<file path="config.mk">
export PLATFORM = sky130hd
export DESIGN_NAME = fetch_sequencer
export DESIGN_NICKNAME = d
export VERILOG_FILES = /design/src/rtl/fetch_sequencer_pkg.sv /design/src/rtl/fetch_sequencer_wait_timer.sv /design/src/rtl/fetch_sequencer.sv
export SDC_FILE = /design/constraint.sdc
export NUM_CORES = 1
export LEC_CHECK = 0
export BUFFER_PORTS_ARGS = -buffer_cell sky130_fd_sc_hd__clkbuf_2
export CAP_MARGIN = 20
export CORE_ASPECT_RATIO = 0.7
export CORE_MARGIN = 2
export CORE_UTILIZATION = 38
export DETAILED_ROUTE_END_ITERATION = 10
export HOLD_SLACK_MARGIN = 0.12
export SYNTH_ARGS = -nofsm -noshare
export SYNTH_HDL_FRONTEND = slang
export SYNTH_SLANG_ARGS = --single-unit
</file>
<file path="constraint.sdc">
create_clock -name Clk -period 1.83 [get_ports Clk]
set_input_delay 0.4575 -clock Clk [delete_from_list [all_inputs] [get_ports Clk]]
set_output_delay 0.4575 -clock Clk [all_outputs]
set_load 0.005 [all_outputs]
</file>
<file path="src/rtl/fetch_sequencer_pkg.sv">
`default_nettype none
// ============================================================================
// fetch_sequencer_pkg
// Shared constants and types for the fetch/decode/execute sequencer.
// Revision: 1.0
// ============================================================================
package fetch_sequencer_pkg;

  localparam int ADDR_WIDTH_DEF  = 8;
  localparam int FETCH_TIMEOUT   = 15;
  localparam int INSTR_CNT_WIDTH = 16;
  localparam int STATE_WIDTH     = 3;

  localparam logic [2:0] STATE_IDLE   = 3'd0;
  localparam logic [2:0] STATE_FETCH  = 3'd1;
  localparam logic [2:0] STATE_DECODE = 3'd2;
  localparam logic [2:0] STATE_EXEC   = 3'd3;
  localparam logic [2:0] STATE_HALT   = 3'd4;
  localparam logic [2:0] STATE_FAULT  = 3'd5;

  typedef struct packed {
    logic clr;
    logic load;
    logic inc;
  } pc_ctl_t;

endpackage
`default_nettype wire

</file>
<file path="src/rtl/fetch_sequencer_wait_timer.sv">
`default_nettype none
// ============================================================================
// wait_timer
// 4-bit wait counter with clear/enable; flags the edge on which it hits TIMEOUT.
// Revision: 1.0
// ============================================================================
module wait_timer #(
  parameter int TIMEOUT = 15
) (
  input  logic clk_i,
  input  logic rst_ni,
  input  logic clr_i,
  input  logic en_i,
  output logic expired_o
);

  logic [3:0] count_q;
  logic [3:0] count_d;

  always_comb begin
    count_d = count_q;
    if (clr_i) begin
      count_d = '0;
    end else if (en_i) begin
      count_d = count_q + 4'd1;
    end
  end

  // Flags the cycle whose closing edge makes the count equal TIMEOUT.
  assign expired_o = (count_d == 4'(TIMEOUT)) && !clr_i;

  always_ff @(posedge clk_i or negedge rst_ni) begin
    if (!rst_ni) begin
      count_q <= '0;
    end else begin
      count_q <= count_d;
    end
  end

endmodule
`default_nettype wire

</file>
<file path="src/rtl/fetch_sequencer.sv">
`default_nettype none
// ============================================================================
// fetch_sequencer
// Sequences the PC through fetch, decode and execute with memory handshake.
// Revision: 1.0
// ============================================================================
module fetch_sequencer
  import fetch_sequencer_pkg::*;
#(
  parameter int ADDR_WIDTH = ADDR_WIDTH_DEF,
  parameter int TIMEOUT    = FETCH_TIMEOUT
) (
  input  logic                       Clk,
  input  logic                       Rst_n,
  input  logic                       Run,
  input  logic                       Mem_Ready,
  input  logic                       Br_Req,
  input  logic [ADDR_WIDTH-1:0]      Br_Target,
  input  logic                       Halt_Req,
  output logic                       Mem_Req,
  output logic                       IR_Load,
  output logic                       Exec_En,
  output logic                       PC_Clr,
  output logic                       PC_Load,
  output logic                       PC_Inc,
  output logic [ADDR_WIDTH-1:0]      Dest_Reg,
  output logic                       Fault,
  output logic [INSTR_CNT_WIDTH-1:0] Instr_Count,
  output logic [STATE_WIDTH-1:0]     State
);

  logic [2:0]                 state_q, state_d;
  logic                       run_prev_q;
  logic                       mem_req_q, mem_req_d;
  logic                       ir_load_q, ir_load_d;
  logic                       exec_en_q, exec_en_d;
  pc_ctl_t                    ctl_q, ctl_d;
  logic [ADDR_WIDTH-1:0]      dest_q, dest_d;
  logic                       fault_q, fault_d;
  logic [INSTR_CNT_WIDTH-1:0] cnt_q, cnt_d;
  logic                       expired;

  // Held clear outside FETCH so every fetch starts counting from zero.
  wait_timer #(
    .TIMEOUT (TIMEOUT)
  ) u_wait_timer (
    .clk_i     (Clk),
    .rst_ni    (Rst_n),
    .clr_i     (state_q != STATE_FETCH),
    .en_i      (!Mem_Ready),
    .expired_o (expired)
  );

  always_comb begin
    state_d   = state_q;
    ctl_d     = '0;
    ir_load_d = 1'b0;
    exec_en_d = 1'b0;
    dest_d    = dest_q;
    cnt_d     = cnt_q;
    fault_d   = fault_q;
    case (state_q)
      STATE_IDLE: begin
        if (Run) begin
          ctl_d.clr = 1'b1;
          state_d   = STATE_FETCH;
        end
      end
      STATE_FETCH: begin
        if (Mem_Ready) begin
          ir_load_d = 1'b1;
          state_d   = STATE_DECODE;
        end else if (expired) begin
          state_d = STATE_FAULT;
        end
      end
      STATE_DECODE: begin
        exec_en_d = 1'b1;
        state_d   = STATE_EXEC;
      end
      STATE_EXEC: begin
        cnt_d = cnt_q + 1'b1;
        if (Halt_Req || !Run) begin
          ctl_d.inc = 1'b1;
          state_d   = STATE_HALT;
        end else if (Br_Req) begin
          ctl_d.load = 1'b1;
          dest_d     = Br_Target;
          state_d    = STATE_FETCH;
        end else begin
          ctl_d.inc = 1'b1;
          state_d   = STATE_FETCH;
        end
      end
      STATE_HALT: begin
        // Resume only on a fresh 0->1 edge of Run.
        if (Run && !run_prev_q) begin
          state_d = STATE_FETCH;
        end
      end
      STATE_FAULT: begin
        state_d = STATE_FAULT;
      end
      default: begin
        state_d = STATE_FAULT;
      end
    endcase
    if (state_d == STATE_FAULT) begin
      fault_d = 1'b1;
    end
    mem_req_d = (state_d == STATE_FETCH);
  end

  always_ff @(posedge Clk or negedge Rst_n) begin
    if (!Rst_n) begin
      state_q    <= STATE_IDLE;
      run_prev_q <= 1'b0;
      mem_req_q  <= 1'b0;
      ir_load_q  <= 1'b0;
      exec_en_q  <= 1'b0;
      ctl_q      <= '0;
      dest_q     <= '0;
      fault_q    <= 1'b0;
      cnt_q      <= '0;
    end else begin
      state_q    <= state_d;
      run_prev_q <= Run;
      mem_req_q  <= mem_req_d;
      ir_load_q  <= ir_load_d;
      exec_en_q  <= exec_en_d;
      ctl_q      <= ctl_d;
      dest_q     <= dest_d;
      fault_q    <= fault_d;
      cnt_q      <= cnt_d;
    end
  end

  assign Mem_Req     = mem_req_q;
  assign IR_Load     = ir_load_q;
  assign Exec_En     = exec_en_q;
  assign PC_Clr      = ctl_q.clr;
  assign PC_Load     = ctl_q.load;
  assign PC_Inc      = ctl_q.inc;
  assign Dest_Reg    = dest_q;
  assign Fault       = fault_q;
  assign Instr_Count = cnt_q;
  assign State       = state_q;

endmodule
`default_nettype wire

</file>
==> summary.md, run 1 <==
| Metric | Value |
|---|---|
| Outcome | `finished clean` |
| Row Count | `20` |
| DP Worst Slack | `approximately 0.20 ns` |
| CTS Buf Count | `5` |
| Worst-Margin Slew | `approximately 0.48 ns` |
| Yosys top cell by area | `dfrtp_1` |
| Seq/Total Area, Yosys | `0.576` |
| Rel. slew slack | `0.680` |
| Top-area cell type share of the netlist area | `0.576` |
| #FFs+latches synth | `39` |
| Post-synthesis cell count | `132` |
| Final worst slack | `approximately 0.23 ns` |
| Hold Path Class | `in -> reg` |
| DRT antenna net count | `0` |
| Detailed Routing Iterations Pass 1 | `4` |
| Post-CTS resize count | `0` |
| Dpl hpwl | `roughly 2600 um` |
| Final Cycle Share | `0.873` |
| Post-DR vias/cell | `4.74` |
| Clk_lat worst skew | `0.29 ns` |
| Setup repair after global routing missed its margin | `false` |
| CP max stage delay | `around 0.55 ns` |
| Syn Area/Cell | `approximately 13 sq um` |
| Die ar. | `5020 sq um` |
| Fraction of registers with async set/reset | `1.00` |
| Final nets | `approximately 210` |
| Core area | `roughly 4300 sq um` |
| Setup violations, final | `0` |
| Mapped Area | `around 1700 sq um` |
| Ys flop type | `dfrtp_1` |
| Die H | `~60 um` |
| Fmax | `~0.63 GHz` |
| CTS tree | `done` |
| DRC viols | `0` |
| Area delta synth->final | `25.0%` |
| Pleak | `between 1 and 1.5 nW` |
| WP data required | `roughly 1.4 ns` |
| Slowest CP cell | `dfrtp_1` |
| Max-Cap Viols | `0` |
| Root Buffer | `clkbuf_8` |
| Largest net degree at the start of global routing | `23` |
| Initial Util | `0.394` |
| Antenna cells | `0` |
| Skew final | `roughly 0.0033 ns` |
| Worst setup path class | `reg -> out` |
| Distinct cells, synth | `37` |
| Synth Net Count | `between 100 and 150` |
| Layout cell share with drive strength beyond 1 | `0.413` |
| H-tree Lvls | `2` |
| Critical path, cell by cell | `buf_4 > clkbuf_2` |
| Final min period | `1.60 ns` |
| Initial drt markers | `80` |
| Die width | `between 80 and 90 um` |
| Avg WL per Cell | `~14 um` |
| Pwr Total | `~2.5 mW` |
| Dpl cells | `~240` |
| Vias in the first global route | `1188` |
| Fillers | `between 400 and 500` |
| CTS Buffer Depth | `2` |
| Fin. max-slew vios | `0` |
| First-pass GRT wire length | `approximately 5700 um` |
| Synth area leaders | `dfrtp_1, xnor2_1, mux2_2` |
| Critical path data arrival time | `around 1.1 ns` |
| Crit-path max FO | `7` |
| Ys Warns | `0` |
| Clk slew on worst S/H paths | `roughly 0.070 ns` |
| GR Overflow Total | `0` |
| Vias | `~1200` |
| Setup tns final | `0 ns` |
| Startpoint Class | `register` |
| Power Dens Cells | `~1200 nW/um^2` |
| Clock sink count | `39` |
| Initial antenna violation count | `0` |
| Buf/Inv on CP | `2` |
| EDFF count, synth | `0` |
| I/O Pins | `between 40 and 50` |
| Final Hold Violating Endpoints | `0` |
| Crit path max-delay family | `flip-flops` |
| Placer Congestion | `around 0.80` |
| Total track usage | `0.149` |
| Peak supply drop | `roughly 600 uV` |
| Worst setup EP type | `output pin` |
| Finished Layout Cells | `approximately 240` |
| Post-Route WL | `between 3000 and 4000 um` |
| Port bufs | `47` |
## sequential cells by signal, summed over array words and instances (netlist names)
signal	flops
PC_Load	1
Exec_En	1
Fault	1
PC_Clr	1
State	3
IR_Load	1
Dest_Reg	8
Mem_Req	1
run_prev_q	1
u_wait_timer.count_q	4
Instr_Count	16
PC_Inc	1
## what timing repair did
item / 4_1_cts / 5_1_grt
buffers inserted: 0 / 0
hold buffers: 1 / 0
hold endpoints to repair: 5 / 0
## synth_stat cells, drive strengths merged (2+ instances only)
cell / number
buf: 3
nand4: 3
nand3: 5
a21oi: 5
nor2: 11
xnor2: 12
xor2: 6
ha: 2
nand2: 10
and4: 3
nand4b: 2
inv: 4
nor2b: 2
nor3: 2
mux2: 9
dfrtp: 39
## stage by stage
step / utilization / cell area [sq um] / hold WS (ns)
after floorplan: - / 1690 / 0.162
after global placement: 0.469 / 2020 / 0.426
after detailed placement: 0.469 / 2020 / 0.444
after CTS: 0.492 / 2120 / 0.298
after global routing: 0.492 / 2120 / 0.291
final: 0.492 / 2120 / 0.317
## report_power, final
part | internal, mW | switching, mW | total, mW
Sequential | 1.04 | 0.171 | 1.21
Combinational | 0.380 | 0.367 | 0.747
Clock | 0.295 | 0.280 | 0.576
## logic make-up after synthesis
logic type,share of synthesized area
and+or+nand+nor,0.179
DFF,0.576
xor gates and xnor gates,0.0931
AOI/OAI and AO/OA,0.0421
muxes,0.0657
buffers and inverters,0.0295
adders and majority gates,0.0148
## layout make-up
type,instances,area (sq um),share of cell area
clock buffers,6,82.6,0.0390
clock inverters,1,5.00,0.00236
inverters,4,15.0,0.00709
multi-input cells,85,668,0.315
flip-flops and latches,39,976,0.461
well taps,55,68.8,0.0325
repair buffers,54,303,0.143
## per-layer routing
layer | vias to the layer above | GRT usage | routed length, um
li1 | 563 | - | -
met2 | 38 | 0.231 | 1520
met1 | 554 | 0.186 | 1590
met4 | 0 | 0.0346 | 24
met3 | 2 | 0.0801 | 244
met5 | - | 0 | 0
## worst paths after layout
check	start	to	slack, ns	cells past startpoint
setup reg to reg	State[1]	Dest_Reg[5]	0.26	3
hold / removal	Run	run_prev_q	0.32	1
setup / recovery	State[1]	State[1]	0.23	2
min in group asynchronous	Rst_n	Mem_Req	0.66	2
max in group asynchronous	Rst_n	Instr_Count[5]	0.69	3
hold reg to reg	Instr_Count[15]	Instr_Count[15]	0.48	1
## cell usage in the layout (no fill, tap or decap), drive strengths merged
master and n:
ha 2, nor4 1, a211oi 1, o21ai 1, and2 1, nand3 5
a311o 1, nand3b 1, clkinv 1, o41ai 1, or2b 1, a21oi 5
nand4b 2, dfrtp 39, nor3b 1, nor4bb 1, xor2 6, nand4 3
xnor2 12, and4 3, dlygate4sd3 1, mux2 9, nand2 10, mux2i 1
nor2b 2, clkbuf 53, inv 4, nor3 2, nand2b 1, o21bai 1
buf 6, nor2 11
Note: power is estimated with default switching activity, not from simulation.
==> run 2: changes to the inputs <==
Settings changed: ABC_AREA set to 1, CELL_PAD_IN_SITES_DETAIL_PLACEMENT set to 0, CELL_PAD_IN_SITES_GLOBAL_PLACEMENT set to 1, PLACE_DENSITY_LB_ADDON set to 0.1.
==> summary.md, run 2 <==
| Metric | Value |
|---|---|
| Outcome | `finished clean` |
| Reg2reg setup slack | `0.27 ns (about the same)` |
| Critical path data arrival time | `1.73 ns (+0.59 ns)` |
| DP Worst Slack | `0.273 ns (+0.0767 ns)` |
| Worst r2r src | `State[2]` |
| Final instance area | `2100 sq um (-0.77%)` |
| Reg area | `976 sq um (unchanged)` |
| Vias in the first global route | `1238 (+4.2%)` |
| Distinct cells, synth | `20 (-46%)` |
| H-tree Lvls | `2 (unchanged)` |
| I/O Pins | `48 (unchanged)` |
| Post-CTS resize count | `0 (unchanged)` |
| CTS Buffer Depth | `2 (unchanged)` |
| Commonest cells post-synth | `nand2_1, dfrtp_1, inv_1` |
| Multi-input gate area | `624 sq um (-6.6%)` |
| Fmax | `0.640 GHz (+2.3%)` |
| Power Dens Cells | `1170 nW/um^2 (-2.2%)` |
| Final core utilization | `0.486 (-0.00660)` |
| Initial antenna violation count | `0 (unchanged)` |
| Hold Path Class | `in -> async` |
| Ys Warns | `0 (unchanged)` |
| Fraction of registers with async set/reset | `1.00 (unchanged)` |
| Crit-path max FO | `7 (unchanged)` |
| Postcts setup bufs | `0 (unchanged)` |
| Top-area cell type share of the netlist area | `0.574 (-0.00254)` |
| Syn Area/Cell | `9.10 sq um (-29%)` |
| Area post-placement | `2020 sq um (unchanged)` |
| Setup repair after global routing missed its margin | `false` |
| Final Cycle Share | `0.853 (-0.0197)` |
| #FFs+latches synth | `39 (unchanged)` |
| RR Endpoint | `Instr_Count[13]` |
| Vias | `1290 (+11%)` |
| Max FFs per register | `16 (unchanged)` |
| Area delta synth->final | `23.5%` |
| Row Count | `20 (unchanged)` |
| DRT antenna net count | `0 (unchanged)` |
| Placer Congestion | `0.788 (-1.7%)` |
| Dpl hpwl | `2430 um (-6.2%)` |
| Clk_lat worst skew | `0.28 ns (about the same)` |
| Worst setup EP type | `register` |
| Dpl cells | `291 (+23%)` |
| Worst setup path class | `reg -> reg` |
| Post-DR vias/cell | `4.31 (-9.0%)` |
| Root Buffer | `clkbuf_8` |
| Worst-Margin Slew | `0.490 ns (+0.0101 ns)` |
| Yosys top cell by area | `dfrtp_1` |
| CTS tree | `done` |
| Reg2reg path depth | `8 (+5)` |
| Final Hold Violating Endpoints | `0 (unchanged)` |
| Die H | `60.0 um (+0.20%)` |
| Mapped Area | `1700 sq um (+0.44%)` |
| Synth area leaders | `dfrtp_1, nand2_1, inv_1` |
| Die ar. | `5040 sq um (+0.41%)` |
| Final worst slack | `0.268 ns (+0.0360 ns)` |
| Post-Route WL | `3260 um (-3.7%)` |
| Final min period | `1.56 ns (-0.0360 ns)` |
| Max-Cap Viols | `0 (unchanged)` |
| Peak supply drop | `524 uV (-13%)` |
| Ys flop type | `dfrtp_1` |
| Finished Layout Cells | `299 (+23%)` |
| Die width | `84.0 um (+0.21%)` |
| Total track usage | `0.145 (-0.00414)` |
| Largest net degree at the start of global routing | `40 (+74%)` |
| Most frequent cells in the layout | `nand2_1, clkbuf_2, dfrtp_1` |
| Antenna cells | `0 (unchanged)` |
| GR Overflow Total | `0 (unchanged)` |
| Port bufs | `47 (unchanged)` |
| Fillers | `440 (+5.5%)` |
| Hold-fix buffers, CTS | `0 (-1)` |
| Clock sink count | `39 (unchanged)` |
| Rel. slew slack | `0.674 (-0.00675)` |
| Post-synthesis cell count | `187 (+42%)` |
| Setup violations, final | `0 (unchanged)` |
| Startpoint Class | `register` |
| DRC viols | `0 (unchanged)` |
| Count leader, synth | `nand2_1` |
| Fin. max-slew vios | `0 (unchanged)` |
| Setup tns final | `0 ns (unchanged)` |
| WP data required | `2.00 ns (+0.63 ns)` |
| Final nets | `259 (+26%)` |
| CTS Buf Count | `5 (unchanged)` |
| Skew final | `0.00357 ns (+0.000281 ns)` |
| First-pass GRT wire length | `5600 um (-1.1%)` |
| Clk slew on worst S/H paths | `0.07 ns (about the same)` |
| Most common cell after layout, fill and taps aside | `nand2_1` |
| Synth Net Count | `203 (+37%)` |
| Layout cell share with drive strength beyond 1 | `0.266 (-0.146)` |
| Pleak | `1.23 nW (+13%)` |
| Seq/Total Area, Yosys | `0.574 (-0.00254)` |
| Avg WL per Cell | `10.9 um (-21%)` |
| Detailed Routing Iterations Pass 1 | `4 (unchanged)` |
| Core area | `4330 sq um (+0.58%)` |
| EDFF count, synth | `0 (unchanged)` |
| Initial Util | `0.393 (-0.000541)` |
| Initial drt markers | `33 (-59%)` |
run 2: changes by cell type in the layout (fill, tap and decap cells not counted), moves of 5 or more:
| cell | previous run | this run |
|---|---|---|
| xnor2_1 | 12 | 3 |
| mux2_2 | 9 | 0 |
| nand2_1 | 10 | 57 |
| xor2_1 | 6 | 11 |
| inv_1 | 4 | 27 |
| nor2_1 | 8 | 17 |
run 2: critical path, cell delays in order (launching register included):
cell and delay (ns):
dfrtp_1 0.43, inv_1 0.14, nand3_4 0.16, nor2_4 0.19, nand2_1 0.13, nor2_2 0.15
nand2_1 0.08, xor2_1 0.13, inv_1 0.05
run 2: layout make-up:
cell class,instances,share of cell area
flip-flops and latches,39,0.464
multi-input cells,121,0.297
repair buffers,49,0.119
inverters,27,0.0482
clock buffers,7,0.0363
well taps,55,0.0327
clock inverters,1,0.00238
run 2: kinds of logic after synthesis:
logic type                 count (synthesis)  synth area share
and+or+nand+nor                          100             0.264
DFF                                       39             0.574
buffers and inverters                     27            0.0596
xor gates and xnor gates                  14            0.0721
AOI/OAI and AO/OA                          5            0.0162
adders and majority gates                  2            0.0147
run 2: metrics by stage:
step / power, mW / hold WS (ns)
3_3_place_gp: 1.95 / 0.455
4_1_cts: 2.51 / 0.237
3_5_place_dp: 1.95 / 0.463
5_1_grt: 2.68 / 0.245
6_report: 2.46 / 0.213
2_1_floorplan: 1.63 / 0.162
run 2: routing by layer:
metal / global-route usage / part of all wire
met1: 0.200 / 0.51
met2: 0.214 / 0.41
met3: 0.0566 / 0.072
met4: 0.0415 / 0.0055
met5: 0 / 0
run 2: how the worst max path moves through the flow:
stage                     slack (ns)            from         endpoint  cells past startpoint
after global placement          0.30        State[2]  Instr_Count[13]                      8
after global routing            0.13  Instr_Count[0]  Instr_Count[14]                      8
after detailed placement        0.27        State[2]  Instr_Count[13]                      8
after floorplan                 0.43  Instr_Count[0]  Instr_Count[14]                      8
final                           0.27        State[2]  Instr_Count[13]                      8
after CTS                       0.26        State[2]  Instr_Count[13]                      8
run 2: power breakdown:
group | total (mW) | switching [mW] | leakage [nW] | internal, mW
sequential | 1.23 | 0.164 | 0.519 | 1.07
combinational | 0.690 | 0.386 | 0.670 | 0.303
clock | 0.538 | 0.271 | 0.0422 | 0.267
